### src/rtl/jtvigil_tile_romrd.sv
// Tile ROM responder: caches fetched 32-bit rows (two 16-bit SDRAM beats) per layer address.
// Optional macro JTVIGIL_ROMRD_CACHE2_EN selects a two-entry LRU cache instead of one entry.
module jtvigil_tile_romrd #(
  parameter int          AW     = 17,
  parameter logic [21:0] OFFSET = 22'h0
) (
  input  logic          clk,
  input  logic          rst,
  input  logic          rom_cs,
  input  logic [AW-1:0] rom_addr,
  output logic [31:0]   rom_data,
  output logic          rom_ok,
  output logic [21:0]   sdram_addr,
  output logic          sdram_req,
  input  logic          sdram_ack,
  input  logic          data_dst,
  input  logic          data_rdy,
  input  logic [15:0]   data_read
);

  localparam logic [1:0] IDLE  = 2'd0;
  localparam logic [1:0] REQ   = 2'd1;
  localparam logic [1:0] BEAT0 = 2'd2;
  localparam logic [1:0] BEAT1 = 2'd3;

  logic [1:0]    state;
  logic [AW-2:0] cur;
  logic [AW-2:0] target;
  logic [15:0]   low;
  logic [21:0]   req_addr;
  logic          beat;
  logic          fill;
  logic          hit;
  logic          unused_bit0;

  assign cur         = rom_addr[AW-1:1];
  assign unused_bit0 = rom_addr[0];
  assign req_addr    = OFFSET + {{(22-AW){1'b0}}, cur, 1'b0};
  assign beat        = data_dst & data_rdy;
  assign fill        = (state == BEAT1) & beat;
  assign rom_ok      = rom_cs & hit;

  // A fetch always completes under the latched target, even if rom_addr moves away.
  always_ff @(posedge clk or posedge rst) begin
    if (rst) begin
      state      <= IDLE;
      sdram_req  <= 1'b0;
      sdram_addr <= '0;
      target     <= '0;
      low        <= '0;
    end else begin
      case (state)
        IDLE: if (rom_cs && !hit) begin
          target     <= cur;
          sdram_addr <= req_addr;
          sdram_req  <= 1'b1;
          state      <= REQ;
        end
        REQ: if (sdram_ack) begin
          sdram_req <= 1'b0;
          state     <= BEAT0;
        end
        BEAT0: if (beat) begin
          low   <= data_read;
          state <= BEAT1;
        end
        BEAT1: if (beat) state <= IDLE;
        default: state <= IDLE;
      endcase
    end
  end

`ifdef JTVIGIL_ROMRD_CACHE2_EN
  logic [1:0]           valid;
  logic [1:0][AW-2:0]   tags;
  logic [1:0][31:0]     rows;
  logic                 lru;
  logic                 hit0;
  logic                 hit1;

  assign hit0     = valid[0] & (tags[0] == cur);
  assign hit1     = valid[1] & (tags[1] == cur);
  assign hit      = hit0 | hit1;
  assign rom_data = hit1 ? rows[1] : rows[0];

  // lru names the entry to replace next; a hit points it at the other entry.
  always_ff @(posedge clk or posedge rst) begin
    if (rst) begin
      valid <= '0;
      tags  <= '0;
      rows  <= '0;
      lru   <= 1'b0;
    end else if (fill) begin
      valid[lru] <= 1'b1;
      tags[lru]  <= target;
      rows[lru]  <= {data_read, low};
      lru        <= ~lru;
    end else if (rom_cs && hit) begin
      lru <= hit0;
    end
  end
`else
  logic          valid;
  logic [AW-2:0] tag;
  logic [31:0]   row;

  assign hit      = valid & (tag == cur);
  assign rom_data = row;

  always_ff @(posedge clk or posedge rst) begin
    if (rst) begin
      valid <= 1'b0;
      tag   <= '0;
      row   <= '0;
    end else if (fill) begin
      valid <= 1'b1;
      tag   <= target;
      row   <= {data_read, low};
    end
  end
`endif

endmodule
### config.mk
export PLATFORM = sky130hd
export DESIGN_NAME = jtvigil_tile_romrd
export DESIGN_NICKNAME = d
export VERILOG_FILES = /design/src/rtl/jtvigil_tile_romrd.sv
export SDC_FILE = /design/constraint.sdc
export NUM_CORES = 1
export LEC_CHECK = 0
export ABC_AREA = 1
export CORE_MARGIN = 10
export CORE_UTILIZATION = 30
export CTS_BUF_LIST = sky130_fd_sc_hd__clkbuf_16
export DETAILED_ROUTE_END_ITERATION = 16
export PLACE_DENSITY = 0.64
export SETUP_SLACK_MARGIN = 0.4
export SKIP_LAST_GASP = 1
export SLEW_MARGIN = 20
export SYNTH_ARGS = -nofsm -noshare
export SYNTH_HDL_FRONTEND = slang
export SYNTH_SLANG_ARGS = --single-unit
### constraint.sdc
create_clock -name clk -period 3.3 [get_ports clk]
set_input_delay 0.495 -clock clk [delete_from_list [all_inputs] [get_ports clk]]
set_output_delay 0.495 -clock clk [all_outputs]
set_load 0.05 [all_outputs]
; ---- After elaboration in Yosys (flattened, before gate mapping)
; Cells that the tools add are included.
[totals]
register_bits = 84
output_inout_bits = 56
inputBits = 39
[op_classes]
n_reduce_logical = 8
eq_ne = 8
bitwise_logic = 4
n_mux = 8
[ops]
columns = cell, count
row1 = 16-bit equality test, 1
row2 = 2-bit two-way mux, 4
row3 = "2-bit inequality test, second input constant", 4
row4 = 2-bit case mux with 4 select lines, 1
row5 = 1-bit bitwise AND, 4
row6 = "2-bit equality test, second input constant", 2
row7 = 2-bit AND reduction, 2
row8 = 4-bit AND reduction, 1
row9 = 3-bit AND reduction, 1
row10 = "2-bit by 1-bit equality test with 1-bit output, second input constant", 1
row11 = 2-bit zero test, 1
row12 = 1-bit two-way mux, 2
row13 = 1-bit case mux with 2 select lines, 1
row14 = 2-bit nonzero test, 1
row15 = 1-bit logical AND, 1
row16 = 1-bit zero test, 1

; ---- Depth between registers and ports, before layout
; Gate-level depths: netlist of the first run.
[depth]
word_depth = 6
ltp_mapped = 12

; ---- Worst setup path after synthesis of the first run
; No wires, ideal clock.
[synth_timing]
kind = in2out
start = input rom_addr[11]
end = output rom_ok
arrival_time_ns = 1.673
setup_slack_ns = 1.132
path_buffers = 0
path_stages = 6
cell_sequence = inv_1 -> nand2_1 -> o21ai_0 -> nor4_1 -> nand4_1 -> nor2_1
[synth_via]
elab_chain_len = 3
[synth_rtl]
columns = item, line
row1 = "start, declared", 10  ; input logic [AW-1:0] rom_addr,
row2 = 16-bit equality test, 107  ; assign hit = valid & (tag == cur);
row3 = 1-bit bitwise AND, 107
row4 = 1-bit bitwise AND, 41  ; assign rom_ok = rom_cs & hit;
row5 = "end, declared", 12  ; output logic rom_ok,
; No other way between the ends.

; ---- Worst setup path after layout of the first run
; Ends and elaborated chain as after synthesis.

==> results of run 1 <==
==> flip-flops by register name, indices dropped and copies added, names as in the netlist <==
name,cells
valid,1
low,16
target,16
state,2
tag,16
sdram_req,1
rom_data,32
==> layout make-up <==
| type | count | area share |
|---|---|---|
| multi-input cells | 245 | 0.258 |
| inverters | 59 | 0.0440 |
| repair buffers | 91 | 0.180 |
| well taps | 168 | 0.0415 |
| clock inverters | 6 | 0.0161 |
| diodes | 1 | 0.000495 |
| clock buffers | 9 | 0.0445 |
| flip-flops and latches | 84 | 0.415 |
==> stage by stage <==
stage                     utilization  cell area [µm²]  instances  hold WS (ns)  setup slack [ns]
after CTS                       0.418             5060        662         0.489             0.709
after global routing            0.418             5060        662         0.515             0.592
after global placement          0.392             4750        647         0.462             0.733
after floorplan                     -             3750        408         0.447             0.640
after detailed placement        0.392             4750        647         0.473             0.714
final                           0.418             5060        663         0.478             0.777
==> kinds of logic (layout without fill, tap and decap cells) <==
| group | count (synthesis) | in the layout | share of synthesized area |
|---|---|---|---|
| other | 1 | 7 | 0.00100 |
| DFF | 84 | 84 | 0.563 |
| xor gates and xnor gates | 2 | 2 | 0.00469 |
| adders and majority gates | 4 | 4 | 0.0134 |
| AOI/OAI and AO/OA | 72 | 72 | 0.114 |
| muxes | 17 | 17 | 0.0513 |
| and+or+nand+nor | 144 | 144 | 0.160 |
| buffers and inverters | 79 | 165 | 0.0935 |
==> cells in the final DEF (no fill, tap or decap) <==
| master | netlist | final |
|---|---|---|
| clkdlybuf4s50_1 | 0 | 86 |
| nand3_2 | 2 | 2 |
| nor3_1 | 2 | 2 |
| inv_1 | 56 | 56 |
| o22ai_1 | 1 | 1 |
| xnor2_1 | 2 | 2 |
| nand2_1 | 104 | 103 |
| nand2_2 | 0 | 1 |
| inv_2 | 3 | 3 |
| clkinv_1 | 0 | 1 |
| mux2_2 | 17 | 17 |
| clkinv_4 | 0 | 1 |
| or2_2 | 1 | 1 |
| o21ai_2 | 14 | 14 |
| nor2_2 | 1 | 1 |
| diode_2 | 0 | 1 |
| buf_12 | 0 | 1 |
| nor4_1 | 1 | 1 |
| ha_1 | 4 | 4 |
| o211ai_1 | 1 | 1 |
| a21oi_1 | 17 | 17 |
| nand3_4 | 1 | 1 |
| o2111ai_1 | 2 | 2 |
| nand4_1 | 6 | 6 |
| nor2_1 | 22 | 22 |
| conb_1 | 1 | 6 |
| bufinv_16 | 0 | 2 |
| buf_4 | 6 | 4 |
| nand3_1 | 4 | 4 |
| dfrtp_1 | 84 | 84 |
| clkbuf_16 | 0 | 9 |
| clkinv_2 | 0 | 2 |
| o21ai_0 | 37 | 37 |
==> path summary, 6_finish.rpt <==
check / from / cells past startpoint / slack [ns] / to
max in group asynchronous: rst / 3 / 2.07 / low[15]
max: rom_addr[11] / 8 / 0.78 / rom_ok
min in group asynchronous: rst / 2 / 0.56 / target[8]
min reg2reg: low[2] / 2 / 0.48 / low[2]
max reg2reg: state[0] / 5 / 1.36 / tag[4]
min: low[2] / 2 / 0.48 / low[2]
==> power groups by stage <==
stage          logic, mW  clock network (mW)  registers (mW)
6_report            2.66                1.05            1.81
5_1_grt             2.88                1.12            1.88
4_1_cts             2.70                1.08            1.81
3_5_place_dp        2.69                   0            1.82
3_3_place_gp        2.65                   0            1.79
2_1_floorplan      0.840                   0            2.77
==> per-layer routing <==
layer	vias up	routed length [µm]	GRT usage
met3	12	1120	0.0678
met2	88	4230	0.174
li1	1431	-	-
met5	-	0	0
met4	0	153	0.0402
met1	1386	3870	0.119
==> worst min-delay path, cell delays in order (launching register included) <==
cell     delay, ns
dfrtp_1       0.34
nand2_1       0.05
o21ai_0       0.06
==> out/results.tsv, run 1 <==
metric	value	unit
status	completed	
postcts setup bufs	0	
Synth top cells by count	nand2_1, dfrtp_1, inv_1, o21ai_0, nor2_1	
initial antenna violation count	1	
Hold Crit Class	flip-flop to flip-flop	
# rows	40	
CTS tree	done	
Syn. warnings	0	
Rel. slew slack	0.374	
total die area	17300	µm²
FF+latch area	2100	µm²
largest net degree at the start of global routing	49	
leak pwr	2.50	nW
Crit path required time	2.80	ns
part of the power in the clock network	0.190	
Startpoint Class	input port	
power density over cell area	1090	nW/µm²
CTS H-tree lvls	3	
grt total ovfl	0	
Psw	2.44	mW
count of different cell masters after synthesis	28	
share of cells above drive strength 1	0.119	
hold_buf cts	0	
total track usage	0.111	
filler instances	1226	
Root Buffer	clkbuf_16	
Port Buffers	87	
core area	12100	µm²
total wire length	9370	µm
switching share of power	0.442	
Seq/Total Area, Yosys	0.563	
Mapped Cells	403	
vias in the first global route	3188	
setup_tns	0	ns
via count	2917	
HPWL after DPL	6990	µm
clk buf depth	2	
Clock transition at path regs	0.05	ns
footprint of the multi-input gates	1310	µm²
antenna-violating nets left	0	
Synth Flop Type	dfrtp_1	
Max VDD drop	0.543	mV
Worst-Margin Slew	0.937	ns
#FFs+latches synth	84	
initial DRC count	147	
Ports	95	
final setup fails	0	
RePlAce Congestion	0.833	
Mapped Area	3730	µm²
Hold Vio Cnt, Final	0	
FFs w/ async S/R, synth	1.00	
P_int	3.07	mW
RSZ-0062 raised after global routing	no	
largest cells by area after synthesis	dfrtp_1, nand2_1, inv_1	
Setup Skew	0.00523	ns
Final period util	0.764	
Worst path max stage delay	0.51	ns
Clock Latency Late Sink	0.34	ns
cells along the critical path	clkdlybuf4s50_1, inv_1, nand2_1, o21ai_0, nor4_1, nand4_1, nor2_1, buf_4	
Final Total Pwr	5.51	mW
Initial Utilization	0.308	
critical path arrival	2.03	ns
CTS Buf Count	9	
max-cap violation count	0	
Comb pwr share	0.483	
Nets	533	
Setup CP Type	input port to output pin	
post_cts resized	0	
delay-heaviest family, CP	buffers and inverters	
CTS Sinks	84	
Post-synth EDFFs	0	
DRC Markers	0	
top-count cell post-synth	nand2_1	
Die Ht	132	µm
first-pass GRT wire length	15700	µm
Reg power frac	0.327	
Bufs and invs on worst path	3	
Pre-antenna DRT Iters	4	
Chip Width	132	µm
Synth Area per Inst	9.27	µm²
Final min period	2.52	ns
area grow syn2layout	35.5	%
drt wl/cell	14.1	µm
Max Freq	396	MHz
CP max stage cell	clkdlybuf4s50_1	
post-synth top area share	0.563	
vias per inst	4.40	
fin. max-slew vios	0	
critical path fanouts, max	2	
crit end category	output pin	
Synth area leader	dfrtp_1	
(Power assumes the default switching activity.)
==> inputs of run 2 (changes only) <==
--- a/config.mk
+++ b/config.mk
@@ -10,7 +10,7 @@
 export CORE_UTILIZATION = 30
 export CTS_BUF_LIST = sky130_fd_sc_hd__clkbuf_16
 export DETAILED_ROUTE_END_ITERATION = 16
-export PLACE_DENSITY = 0.64
+export PLACE_DENSITY = 0.66
 export SETUP_SLACK_MARGIN = 0.4
 export SKIP_LAST_GASP = 1
 export SLEW_MARGIN = 20
==> constraint.sdc (replaced) <==
create_clock -name clk -period 2.2 [get_ports clk]
set_input_delay 0.33 -clock clk [delete_from_list [all_inputs] [get_ports clk]]
set_output_delay 0.33 -clock clk [all_outputs]
set_load 0.05 [all_outputs]
==> out/results.tsv, run 2 (synthesis gave the netlist of run 1 again) <==
metric	value	unit
status	completed	
leak pwr	2.69	nW
grt met2 use	0.173	
number of placed cells counting well taps	651	
DP Worst Slack	-0.0315	ns
Pre-antenna DRT Iters	4	
core area	12100	µm²
Ports	95	
RSZ-0062 raised after global routing	yes	
via count	2890	
Worst Min Path Start	rom_addr[4]	
HPWL after DPL	6950	µm
total die area	17300	µm²
Initial Utilization	0.308	
Hold Crit Class	input port to flip-flop	
Root Buffer	clkbuf_16	
power density over cell area	1580	nW/µm²
cells along the critical path	clkdlybuf4s50_1, inv_1, nand2_1, nand4_1, a21oi_2, nand4_1, nor2_2, buf_12	
CTS Sinks	84	
Largest register FFs	32	
grt total ovfl	0	
Startpoint Class	input port	
setup_tns	0	ns
Clock Latency Late Sink	0.33	ns
CP max stage cell	clkdlybuf4s50_1	
CTS Buf Count	9	
initial DRC count	194	
Final min period	2.02	ns
Crit path required time	1.87	ns
total wire length	9360	µm
commonest cells after routing, fill and taps aside	nand2_1, dfrtp_1, dlygate4sd2_1	
total track usage	0.111	
non-filler instance count after layout	667	
first-pass GRT wire length	15800	µm
initial antenna violation count	1	
Max Freq	496	MHz
Rel. slew slack	0.610	
critical path arrival	1.69	ns
critical path fanouts, max	3	
most common cell after layout, fill and taps aside	nand2_1	
Setup CP Type	input port to output pin	
Reg-to-Reg End	rom_data[5]	
clk buf depth	2	
Max VDD drop	0.753	mV
crit end category	output pin	
hold worst-path end	target[3]	
Final Total Pwr	8.06	mW
area grow syn2layout	36.9	%
Worst-Margin Slew	0.587	ns
busiest grt layer	met2	
Chip Width	132	µm
CTS H-tree lvls	3	
P_int	4.38	mW
Final period util	0.916	
Port Buffers	87	
Die Ht	132	µm
Psw	3.68	mW
RePlAce Congestion	0.812	
setup slack after layout	0.184	ns
switching share of power	0.457	
# rows	40	
CTS tree	done	
max-cap violation count	0	
hold_buf cts	0	
Worst path max stage delay	0.52	ns
antenna-violating nets left	0	
share of cells above drive strength 1	0.159	
FF-to-FF Start	state[0]	
reg2reg setup slack	0.58	ns
Setup Skew	0.00513	ns
Reg power frac	0.335	
DRC Markers	0	
Clock transition at path regs	0.06	ns
hold depth	3	
vias in the first global route	3162	
part of the power in the clock network	0.195	
crit-path most repeated cell	nand4_1	
drt wl/cell	14.0	µm
delay-heaviest family, CP	buffers and inverters	
largest net degree at the start of global routing	85	
final setup fails	0	
WHS	0.330	ns
Bufs and invs on worst path	3	
Hold Vio Cnt, Final	0	
grt met1 use	0.120	
Nets	538	
vias per inst	4.33	
fin. max-slew vios	0	
Comb pwr share	0.470	
Reg2Reg Depth	4	
GRT met3 Usage	0.0720	
## run 2: worst max-delay path by stage
| stage | startpoint | end | slack, ns | cells past startpoint |
|---|---|---|---|---|
| final | rom_addr[16] | rom_ok | 0.18 | 8 |
| after global routing | tag[11] | rom_ok | 0.08 | 7 |
| after CTS | rom_addr[4] | rom_ok | 0.13 | 8 |
| after detailed placement | rom_addr[11] | rom_ok | -0.03 | 8 |
| after global placement | rom_addr[11] | rom_ok | -0.01 | 8 |
| after floorplan | rom_addr[11] | rom_ok | 0.57 | 6 |
## run 2: worst reg2reg max path: stages (launching register included)
cell and delay, ns:
dfrtp_1 0.42, ha_1 0.24, nand2_2 0.22, buf_12 0.26, mux2_2 0.37
## run 2: timing repair
item | in CTS | in global routing
hold endpoints to repair | 0 | 0
buffers inserted | 0 | 1
gates resized for setup | 72 | 3
pin swaps | 10 | 4
setup endpoints to repair | 50 | 1
## run 2: power groups by stage
stage          combinational [mW]  sequential [mW]  clock (mW)
3_3_place_gp                 4.05             2.68           0
2_1_floorplan                1.26             4.16           0
4_1_cts                      3.83             2.70        1.61
5_1_grt                      4.13             2.80        1.67
6_report                     3.79             2.70        1.57
3_5_place_dp                 4.10             2.72           0
## run 2: per-layer routing
metal / vias to the layer above / wire length (µm)
met3: 11 / 1130
met1: 1353 / 3850
met2: 86 / 4230
met5: - / 0
met4: 0 / 139
li1: 1440 / -
## run 2: area by class of cell
cell class	instances	area, µm²
fillers	1203	7000
diodes	1	2.50
flip-flops and latches	84	2100
well taps	168	210
clock buffers	9	225
multi-input cells	245	1340
inverters	59	225
clock inverters	5	80.1
repair buffers	96	926
## run 2: through the flow
stage | util | cell area, µm²
after floorplan | - | 3760
after global placement | 0.399 | 4840
after detailed placement | 0.399 | 4840
after CTS | 0.420 | 5090
after global routing | 0.422 | 5110
final | 0.422 | 5110
